<file path="src/rtl/grf_mp_if.sv">
// Register-file access bundle: write ports, read ports, allocation and scoreboard status.
interface grf_mp_if #(
    parameter int DATA_W = 32,
    parameter int ADDR_W = 5,
    parameter int NRD    = 2
);
    logic                  we0;
    logic [ADDR_W-1:0]     waddr0;
    logic [DATA_W-1:0]     wdata0;
    logic                  we1;
    logic [ADDR_W-1:0]     waddr1;
    logic [DATA_W-1:0]     wdata1;
    logic [NRD*ADDR_W-1:0] raddr;
    logic [NRD*DATA_W-1:0] rdata;
    logic [NRD-1:0]        rbusy;
    logic                  alloc_en;
    logic [ADDR_W-1:0]     alloc_addr;
    logic [ADDR_W:0]       busy_cnt;

    // Pipeline side: decode/writeback drive requests and observe data and hazards.
    modport master (
        output we0, waddr0, wdata0, we1, waddr1, wdata1, raddr, alloc_en, alloc_addr,
        input  rdata, rbusy, busy_cnt
    );

    // Register-file side.
    modport slave (
        input  we0, waddr0, wdata0, we1, waddr1, wdata1, raddr, alloc_en, alloc_addr,
        output rdata, rbusy, busy_cnt
    );
endinterface

</file>
<file path="src/rtl/grf_mp.sv">
// General register file: NRD combinational read ports with write bypass,
// two write ports (port 1 is the younger instruction and wins), and a
// per-register busy scoreboard with a registered busy count.
module grf_mp #(
    parameter int DATA_W   = 32,
    parameter int ADDR_W   = 5,
    parameter int NRD      = 2,
    parameter int ZERO_REG = 1
) (
    input  logic       clk,
    input  logic       reset,
    grf_mp_if.slave    bus
);
    localparam int DEPTH = 2 ** ADDR_W;
    localparam int CNT_W = ADDR_W + 1;

    // True when the address names the hard-wired zero register.
    function automatic logic is_zero(input logic [ADDR_W-1:0] a);
        return (ZERO_REG != 0) && (a == {ADDR_W{1'b0}});
    endfunction

    // Number of set bits in the busy vector.
    function automatic logic [CNT_W-1:0] popcount(input logic [DEPTH-1:0] v);
        logic [CNT_W-1:0] c;
        c = {CNT_W{1'b0}};
        for (int i = 0; i < DEPTH; i++) begin
            c = c + {{(CNT_W-1){1'b0}}, v[i]};
        end
        return c;
    endfunction

    logic [DATA_W-1:0]     regs_q [DEPTH];
    logic [DEPTH-1:0]      busy_q;
    logic [DEPTH-1:0]      busy_d;
    logic [CNT_W-1:0]      busy_cnt_q;
    logic [CNT_W-1:0]      busy_cnt_d;
    logic                  wr0_s;
    logic                  wr1_s;
    logic [ADDR_W-1:0]     ra_s;
    logic [NRD*DATA_W-1:0] rdata_s;
    logic [NRD-1:0]        rbusy_s;

    // Effective write strobes: the zero register swallows writes.
    always_comb begin
        wr0_s = bus.we0 & ~is_zero(bus.waddr0);
        wr1_s = bus.we1 & ~is_zero(bus.waddr1);
    end

    // Read ports: zero register, then younger write, then older write, then array.
    // Bypass is suppressed during reset because those writes will not land.
    always_comb begin
        rdata_s = {(NRD*DATA_W){1'b0}};
        rbusy_s = {NRD{1'b0}};
        ra_s    = {ADDR_W{1'b0}};
        for (int k = 0; k < NRD; k++) begin
            ra_s = bus.raddr[k*ADDR_W +: ADDR_W];
            if (is_zero(ra_s)) begin
                rdata_s[k*DATA_W +: DATA_W] = {DATA_W{1'b0}};
                rbusy_s[k]                  = 1'b0;
            end else if (!reset && bus.we1 && (bus.waddr1 == ra_s)) begin
                rdata_s[k*DATA_W +: DATA_W] = bus.wdata1;
                rbusy_s[k]                  = 1'b0;
            end else if (!reset && bus.we0 && (bus.waddr0 == ra_s)) begin
                rdata_s[k*DATA_W +: DATA_W] = bus.wdata0;
                rbusy_s[k]                  = 1'b0;
            end else begin
                rdata_s[k*DATA_W +: DATA_W] = regs_q[ra_s];
                rbusy_s[k]                  = busy_q[ra_s];
            end
        end
    end

    // Scoreboard next state: writes release, allocation sets last so a new producer wins.
    always_comb begin
        busy_d = busy_q;
        if (wr0_s) begin
            busy_d[bus.waddr0] = 1'b0;
        end else begin
            busy_d = busy_d;
        end
        if (wr1_s) begin
            busy_d[bus.waddr1] = 1'b0;
        end else begin
            busy_d = busy_d;
        end
        if (bus.alloc_en && !is_zero(bus.alloc_addr)) begin
            busy_d[bus.alloc_addr] = 1'b1;
        end else begin
            busy_d = busy_d;
        end
        busy_cnt_d = popcount(busy_d);
    end

    // Register array: port 1 assigned last so it wins a same-address conflict.
    always_ff @(posedge clk) begin
        if (reset) begin
            for (int i = 0; i < DEPTH; i++) begin
                regs_q[i] <= {DATA_W{1'b0}};
            end
        end else begin
            if (wr0_s) begin
                regs_q[bus.waddr0] <= bus.wdata0;
            end
            if (wr1_s) begin
                regs_q[bus.waddr1] <= bus.wdata1;
            end
        end
    end

    // Scoreboard and busy count state.
    always_ff @(posedge clk) begin
        if (reset) begin
            busy_q     <= {DEPTH{1'b0}};
            busy_cnt_q <= {CNT_W{1'b0}};
        end else begin
            busy_q     <= busy_d;
            busy_cnt_q <= busy_cnt_d;
        end
    end

    assign bus.rdata    = rdata_s;
    assign bus.rbusy    = rbusy_s;
    assign bus.busy_cnt = busy_cnt_q;
endmodule

</file>
<file path="src/flat_wrapper.sv">
// flat-port wrapper written by rule: the top's interface ports become plain ports
module grf_mp_flat 
#(
    parameter int DATA_W   = 32,
    parameter int ADDR_W   = 5,
    parameter int NRD      = 2,
    parameter int ZERO_REG = 1
)
  (clk, reset, bus_we0, bus_waddr0, bus_wdata0, bus_we1, bus_waddr1, bus_wdata1, bus_raddr, bus_alloc_en, bus_alloc_addr, bus_rdata, bus_rbusy, bus_busy_cnt);
  grf_mp_if #(.DATA_W(DATA_W), .ADDR_W(ADDR_W), .NRD(NRD)) bus_i ();
  input  logic clk;
  input  logic reset;
  input wire logic [$bits(bus_i.we0)-1:0] bus_we0;
  input wire logic [$bits(bus_i.waddr0)-1:0] bus_waddr0;
  input wire logic [$bits(bus_i.wdata0)-1:0] bus_wdata0;
  input wire logic [$bits(bus_i.we1)-1:0] bus_we1;
  input wire logic [$bits(bus_i.waddr1)-1:0] bus_waddr1;
  input wire logic [$bits(bus_i.wdata1)-1:0] bus_wdata1;
  input wire logic [$bits(bus_i.raddr)-1:0] bus_raddr;
  input wire logic [$bits(bus_i.alloc_en)-1:0] bus_alloc_en;
  input wire logic [$bits(bus_i.alloc_addr)-1:0] bus_alloc_addr;
  output wire logic [$bits(bus_i.rdata)-1:0] bus_rdata;
  output wire logic [$bits(bus_i.rbusy)-1:0] bus_rbusy;
  output wire logic [$bits(bus_i.busy_cnt)-1:0] bus_busy_cnt;
  assign bus_i.we0 = bus_we0;
  assign bus_i.waddr0 = bus_waddr0;
  assign bus_i.wdata0 = bus_wdata0;
  assign bus_i.we1 = bus_we1;
  assign bus_i.waddr1 = bus_waddr1;
  assign bus_i.wdata1 = bus_wdata1;
  assign bus_i.raddr = bus_raddr;
  assign bus_i.alloc_en = bus_alloc_en;
  assign bus_i.alloc_addr = bus_alloc_addr;
  assign bus_rdata = bus_i.rdata;
  assign bus_rbusy = bus_i.rbusy;
  assign bus_busy_cnt = bus_i.busy_cnt;
  grf_mp #(.DATA_W(DATA_W), .ADDR_W(ADDR_W), .NRD(NRD), .ZERO_REG(ZERO_REG)) u_core (.clk(clk), .reset(reset), .bus(bus_i));
endmodule
</file>
<file path="config.mk">
export PLATFORM = sky130hd
export DESIGN_NAME = grf_mp_flat
export DESIGN_NICKNAME = d
export VERILOG_FILES = /design/src/rtl/grf_mp_if.sv /design/src/rtl/grf_mp.sv /design/src/flat_wrapper.sv
export SDC_FILE = /design/constraint.sdc
export NUM_CORES = 2
export LEC_CHECK = 0
export CORE_MARGIN = 2
export CORE_UTILIZATION = 30
export DETAILED_ROUTE_END_ITERATION = 8
export GPL_TIMING_DRIVEN = 1
export PLACE_DENSITY_LB_ADDON = 0.25
export SLEW_MARGIN = 20
export SYNTH_ARGS = -nofsm -noshare
export SYNTH_HDL_FRONTEND = slang
export SYNTH_SLANG_ARGS = --single-unit
</file>
<file path="constraint.sdc">
create_clock -name clk -period 6.9 [get_ports clk]
set_input_delay 1.38 -clock clk [delete_from_list [all_inputs] [get_ports clk]]
set_output_delay 1.38 -clock clk [all_outputs]
set_load 0.02 [all_outputs]
</file>
After elaboration in Yosys (flattened, before gate mapping) --
Memories as Yosys holds them, arrays and structs flattened. Cells that the tools add are included.
Operators by class: add/subtract/negate cells 31, magnitude comparators 8, equal/unequal tests 4, muxes and demuxes 39, bitwise operators 9, reduce and logical (&&, ||, !) cells 19
Operators with widths (number):
- $mux 32 | 11
- $add 6x1->6 | 30
- $and 32x32->32 | 2
- $not 32->32 | 2
- $reduce_or 32->1 | 2
- $or 32x32->32 | 1
- $lt 5x6->1 const B | 5
- $logic_not 5->1 | 5
- $mux 1 | 21
- $eq 5x5->1 | 4
- $demux 1 s5 | 3
- $ge 5x1->1 const B | 3
- $bmux 1 s5 | 2
- $logic_and 1x1->1 | 10
- $mux 5 | 2
- $add 1x1->2 | 1
- $and 1x1->1 | 2
- $logic_not 1->1 | 2
- $not 1->1 | 2
Word-level totals: register bits after elaboration 38, RAM bits 1024, output and inout bits 72, memories kept 1
Memory list:
- u_core.regs_q | depth 32, width 32, rd ports 2, clocked after memory_dff 0, write ports 32, RTL line grf_mp.sv:32 | logic [DATA_W-1:0] regs_q [DEPTH];

Longest topological paths before layout --
depth after elaboration 42, depth in mapped cells 22

Worst setup path after synthesis --
Ideal clock, no wire load.
kind input port to flip-flop, from input bus_waddr1[0], to register u_core.busy_cnt_q[4], in the netlist u_core.bus.busy_cnt[4], setup time 125 ps, arrival time 6827 ps, data required time 6775 ps, path slack -52 ps, cell stages on the path 21, buffers on the path 2, cell sequence buf_2 or4b_1 clkbuf_1 nor2_1 a21oi_1 a22oi_1 fa_1 fa_1 fa_1 inv_1 fa_1 inv_1 fa_1 fa_1 fa_1 inv_1 fa_1 a21o_1 a21oi_1 xor2_1 nor2_1
Between the ends: word-level cells in the longest chain between the ends 40, elaborated cells on any way between the ends 44
RTL lines:
- start: declaration | RTL line flat_wrapper.sv:17 | input wire logic [$bits(bus_i.waddr1)-1:0] bus_waddr1;
- $lt 5x6->1 (implied by the code) / $ge 5x1->1 (equally long branches) | RTL line grf_mp.sv:82 | busy_d[bus.waddr1] = 1'b0;
- $logic_and 1x1->1 (implied by the code) | RTL line grf_mp.sv:82
- $mux 1 (implied by the code) | RTL line grf_mp.sv:82
- $demux 1 s5
- $not 32->32 (no line)
- $and 32x32->32 (no line)
- $mux 32 (*) | RTL line grf_mp.sv:81 | if (wr1_s) begin
- $or 32x32->32 (no line)
- $mux 32 (*) | RTL line grf_mp.sv:86 | if (bus.alloc_en && !is_zero(bus.alloc_addr)) begin
- $add 1x1->2 | RTL line grf_mp.sv:27 | c = c + {{(CNT_W-1){1'b0}}, v[i]};
- $add 6x1->6 (29 in a row) | RTL line grf_mp.sv:27
- $add 6x1->6 (*) | RTL line grf_mp.sv:27
- end signal: assignment | RTL line grf_mp.sv:114 | busy_cnt_q <= {CNT_W{1'b0}};
- end signal: assignment | RTL line grf_mp.sv:117 | busy_cnt_q <= busy_cnt_d;
- end: declaration | RTL line grf_mp.sv:35 | logic [CNT_W-1:0] busy_cnt_q;
Mark *: on every way between the ends. The rest lies on a longest branch, timed or not. A chain may end at the register's enable or synchronous reset.

Worst setup path in the final report --
from input bus_raddr[7], to output bus_rdata[41]
Between the ends: word-level cells in the longest chain between the ends 5, elaborated cells on any way between the ends 9
RTL lines:
- start: declaration | RTL line flat_wrapper.sv:19 | input wire logic [$bits(bus_i.raddr)-1:0] bus_raddr;
- branches (longest 4 deep; another with $mem_v2 32x32)
- $mux 32 (*) | RTL line grf_mp.sv:57 | if (is_zero(ra_s)) begin
- end: declaration | RTL line flat_wrapper.sv:22 | output wire logic [$bits(bus_i.rdata)-1:0] bus_rdata;
Every way passes the cells marked *.

==> results.py <==
metrics = {
    "min_path": {
        "hold_end": "u_core.busy_q[0]",
        "min_from": "u_core.busy_q[0]",
        "hold_depth": 1,
        "hp-class": "flop to flop",
    },
    "detailed_routing": {
        "routedLengthMet1_um": 115000,
        "routedWlPerCell_um": 39.6,
        "routed.top_layer": "met5",
        "routed-wl-met2_um": 127000,
        "num_vias": 48500,
        "drt-total-wl_um": 291000,
        "drtAntennaViolNets": 0,
        "wl_met3_um": 34100,
        "drt_iter0_drc": 7379,
        "viasPerCell": 6.60,
        "first_pass_iters": 8,
        "post-route-drc-count": 0,
    },
    "die": {
        "top_level_ports": 166,
        "start_util_pct": 30.2,
        "num_rows": 168,
        "die_height_um": 463,
        "die-area_um2": 214000,
        "design.core.area_um2": 209000,
        "die_w_um": 463,
    },
    "finish": {
        "drive_gt1_share_pct": 27.8,
        "fillers": 20100,
        "final_area_um2": 72800,
        "nets": 4566,
        "final_core_util_pct": 34.8,
        "syn2layout_area_growth_pct": 15.2,
    },
    "timing": {
        "fin_crit_sh_pct": 97.2,
        "fin_crit_ns": 6.71,
        "hold_ws_ns": 0.542,
        "max_freq_mhz": 149,
        "rsz0062_at_grt": "false",
        "final_hold_viol_count": 0,
        "slew-limit-headroom_pct": 16.3,
        "finClkSkew_ns": 0.00748,
        "setup_violations": 0,
        "tightestPinTransition_ns": 1.25,
        "slew_violations": 0,
    },
    "grt": {
        "antenna_found_initial": 16,
        "grt_pass1_wl_um": 397000,
        "grt_use_total_pct": 26.2,
        "grt_max_degree": 78,
        "overflow": 0,
        "first_global_vias": 47500,
    },
    "clocking": {
        "cts_tree": "yes",
        "cts_inserted_buffers": 115,
        "clk_pin_slew_ns": 0.06,
        "clk_root_buffer_cell": "clkbuf_16",
        "cts.sinks": 1062,
        "htree_levels": 3,
        "clock_tree.buffer_depth": 3,
        "insertion_delay_ns": 0.77,
        "hold_buffers": 0,
    },
    "placement": {
        "portBuffers": 165,
        "dp_hpwl_um": 171000,
        "gp_congestion": 0.901,
        "postPlaceCellArea_um2": 69000,
    },
    "setup_path": {
        "crit_required_ns": 5.52,
        "start_kind": "input port",
        "crit_path_end_kind": "output pin",
        "r2r_end": "u_core.bus.busy_cnt[4]",
        "r2r-start": "u_core.busy_q[28]",
        "cp_cell_sequence": "clkdlybuf4s50_1 > buf_4 > xnor2_1 > nand4_1 > nor3_2 > buf_4 > and2_2 > a221oi_1 > buf_4 > clkdlybuf4s50_1",
        "worst_ep_arrival_time_ns": 5.33,
        "crit_type": "input port to output pin",
        "rrSetupSlack_ns": 1.70,
        "path_common_cell": "buf_4",
        "cpMaxStageDelayCell": "clkdlybuf4s50_1",
        "slowest_delay_ns": 0.89,
        "path_max_fanout": 14,
        "ff2ff_path_depth": 16,
    },
    "power_and_ir_drop": {
        "p_leak_nw": 25.1,
        "ir_worst_vdd_mv": 0.218,
        "powerDensity_nw_per_um2": 229,
    },
    "synth": {
        "synth_cells": 4436,
        "synth_top_cells_by_count": "a22o_1 (1088), edfxtp_1 (1024), mux4_2 (469), clkbuf_1 (405), mux2i_1 (263)",
        "yosysMostFrequentCell": "a22o_1",
        "ys_types": 69,
        "synth_area_leaders": "edfxtp_1 (49%), mux4_2 (17%), a22o_1 (15%)",
        "syn-cell-area_um2": 63200,
        "yosysWarnings": 0,
        "synth_edf_count": 1024,
        "ys_seq_elements": 1062,
        "synth_top_area_share_pct": 48.7,
        "ys_seq_area_share_pct": 49.9,
        "synthFlopType": "edfxtp_1",
        "postSynth.asyncResetShare_pct": 0,
        "synth_largest_area_cell": "edfxtp_1",
        "syn_avg_cell_area_um2": 14.2,
    },
    "flow_run": {
        "drv_cap": 0,
    },
    "run_status": {
        "run_status": "completed",
    },
}
## sequential cells by signal, indices dropped and copies added (netlist names)
signal,cells
u_core.regs_q,1024
u_core.busy_q,32
u_core.bus.busy_cnt,6
## critical path, delay by kind of cell
family / cells / cell delay, ns
AOI/OAI and AO/OA: 1 / 0.23
xor gates and xnor gates: 1 / 0.14
buffers and inverters: 5 / 2.27
and+or+nand+nor: 3 / 1.29
## kinds of logic (layout without fill, tap and decap cells)
kind of cell,Yosys count,count (layout),share of synthesized area (%)
fa+ha+maj,32,32,0.919
compound gates,1374,1374,18.4
xor+xnor,23,23,0.331
simple gates,389,389,3.34
other cells,1,36,0.00594
mux,793,793,22.0
buf+inv,762,830,5.18
flops,1062,1062,49.9
## area by class of cell
type / count / area [µm²] / area share (%)
repair buffers: 558 / 4770 / 6.55
inverters: 60 / 228 / 0.313
diodes: 4 / 10.0 / 0.0138
clock inverters: 60 / 588 / 0.808
well taps: 2805 / 3510 / 4.82
flip-flops and latches: 1062 / 31500 / 43.3
clock buffers: 152 / 3080 / 4.24
multi-input cells: 2643 / 29100 / 40.0
## worst max-delay path by stage
stage                        startpoint  cells past startpoint  slack, ns                     end
after floorplan           bus_waddr0[0]                     21       0.02  u_core.bus.busy_cnt[4]
after global placement    bus_waddr1[0]                     20      -0.64  u_core.bus.busy_cnt[4]
after detailed placement  bus_waddr1[0]                     20      -0.62  u_core.bus.busy_cnt[4]
after CTS                 bus_waddr1[0]                     20       0.17  u_core.bus.busy_cnt[4]
after global routing      bus_waddr1[2]                     21      0.004  u_core.bus.busy_cnt[4]
final                      bus_raddr[7]                     10       0.19           bus_rdata[41]
## cells in the final DEF, fill, tap and decap left out, types with 17 or more instances in the layout
cell	count
nand2b_2	26
fa_1	24
o22ai_1	31
buf_4	420
dfxtp_1	38
edfxtp_1	1024
clkbuf_16	117
nor3_2	41
a22o_1	1088
a221oi_1	27
a22oi_1	48
nor4_1	32
nand2_1	55
nor2_1	95
a21oi_1	59
conb_1	32
a221o_1	31
o221ai_1	30
inv_1	58
mux4_2	469
clkinv_2	17
xnor2_1	19
clkdlybuf4s50_1	110
o21ai_0	30
buf_12	20
nor2b_1	21
clkbuf_1	30
clkinv_1	24
mux2_2	61
mux2i_1	263
## routing by layer
layer | vias up | track usage [%]
met5 | - | 0.379
met4 | 18 | 11.1
met3 | 791 | 7.51
met2 | 3707 | 39.4
met1 | 25500 | 35.2
li1 | 18500 | -
## power by group
part,internal (mW),total (mW),switching [mW]
clock network,3.54,6.35,2.82
registers,7.48,7.69,0.216
logic,1.07,2.65,1.58
total,12.1,16.7,4.61
## metrics by stage
| stage | worst slack [ns] | std cells | setup TNS, ns | power, mW |
|---|---|---|---|---|
| CTS | 0.173 | 7337 | 0 | 16.7 |
| floorplan | 0.0207 | 4467 | 0 | 9.32 |
| finish | 0.191 | 7344 | 0 | 16.7 |
| global placement | -0.636 | 7125 | -2.00 | 10.4 |
| global route | 0.00411 | 7340 | 0 | 17.1 |
| detailed placement | -0.625 | 7125 | -2.14 | 10.4 |
## what timing repair did
action,CTS,global route
setup endpoints to repair,0,1
buffers inserted,0,3
gates resized for setup,0,9
endpoints found under the hold margin,0,0
Note: power is estimated with default switching activity, not from simulation.
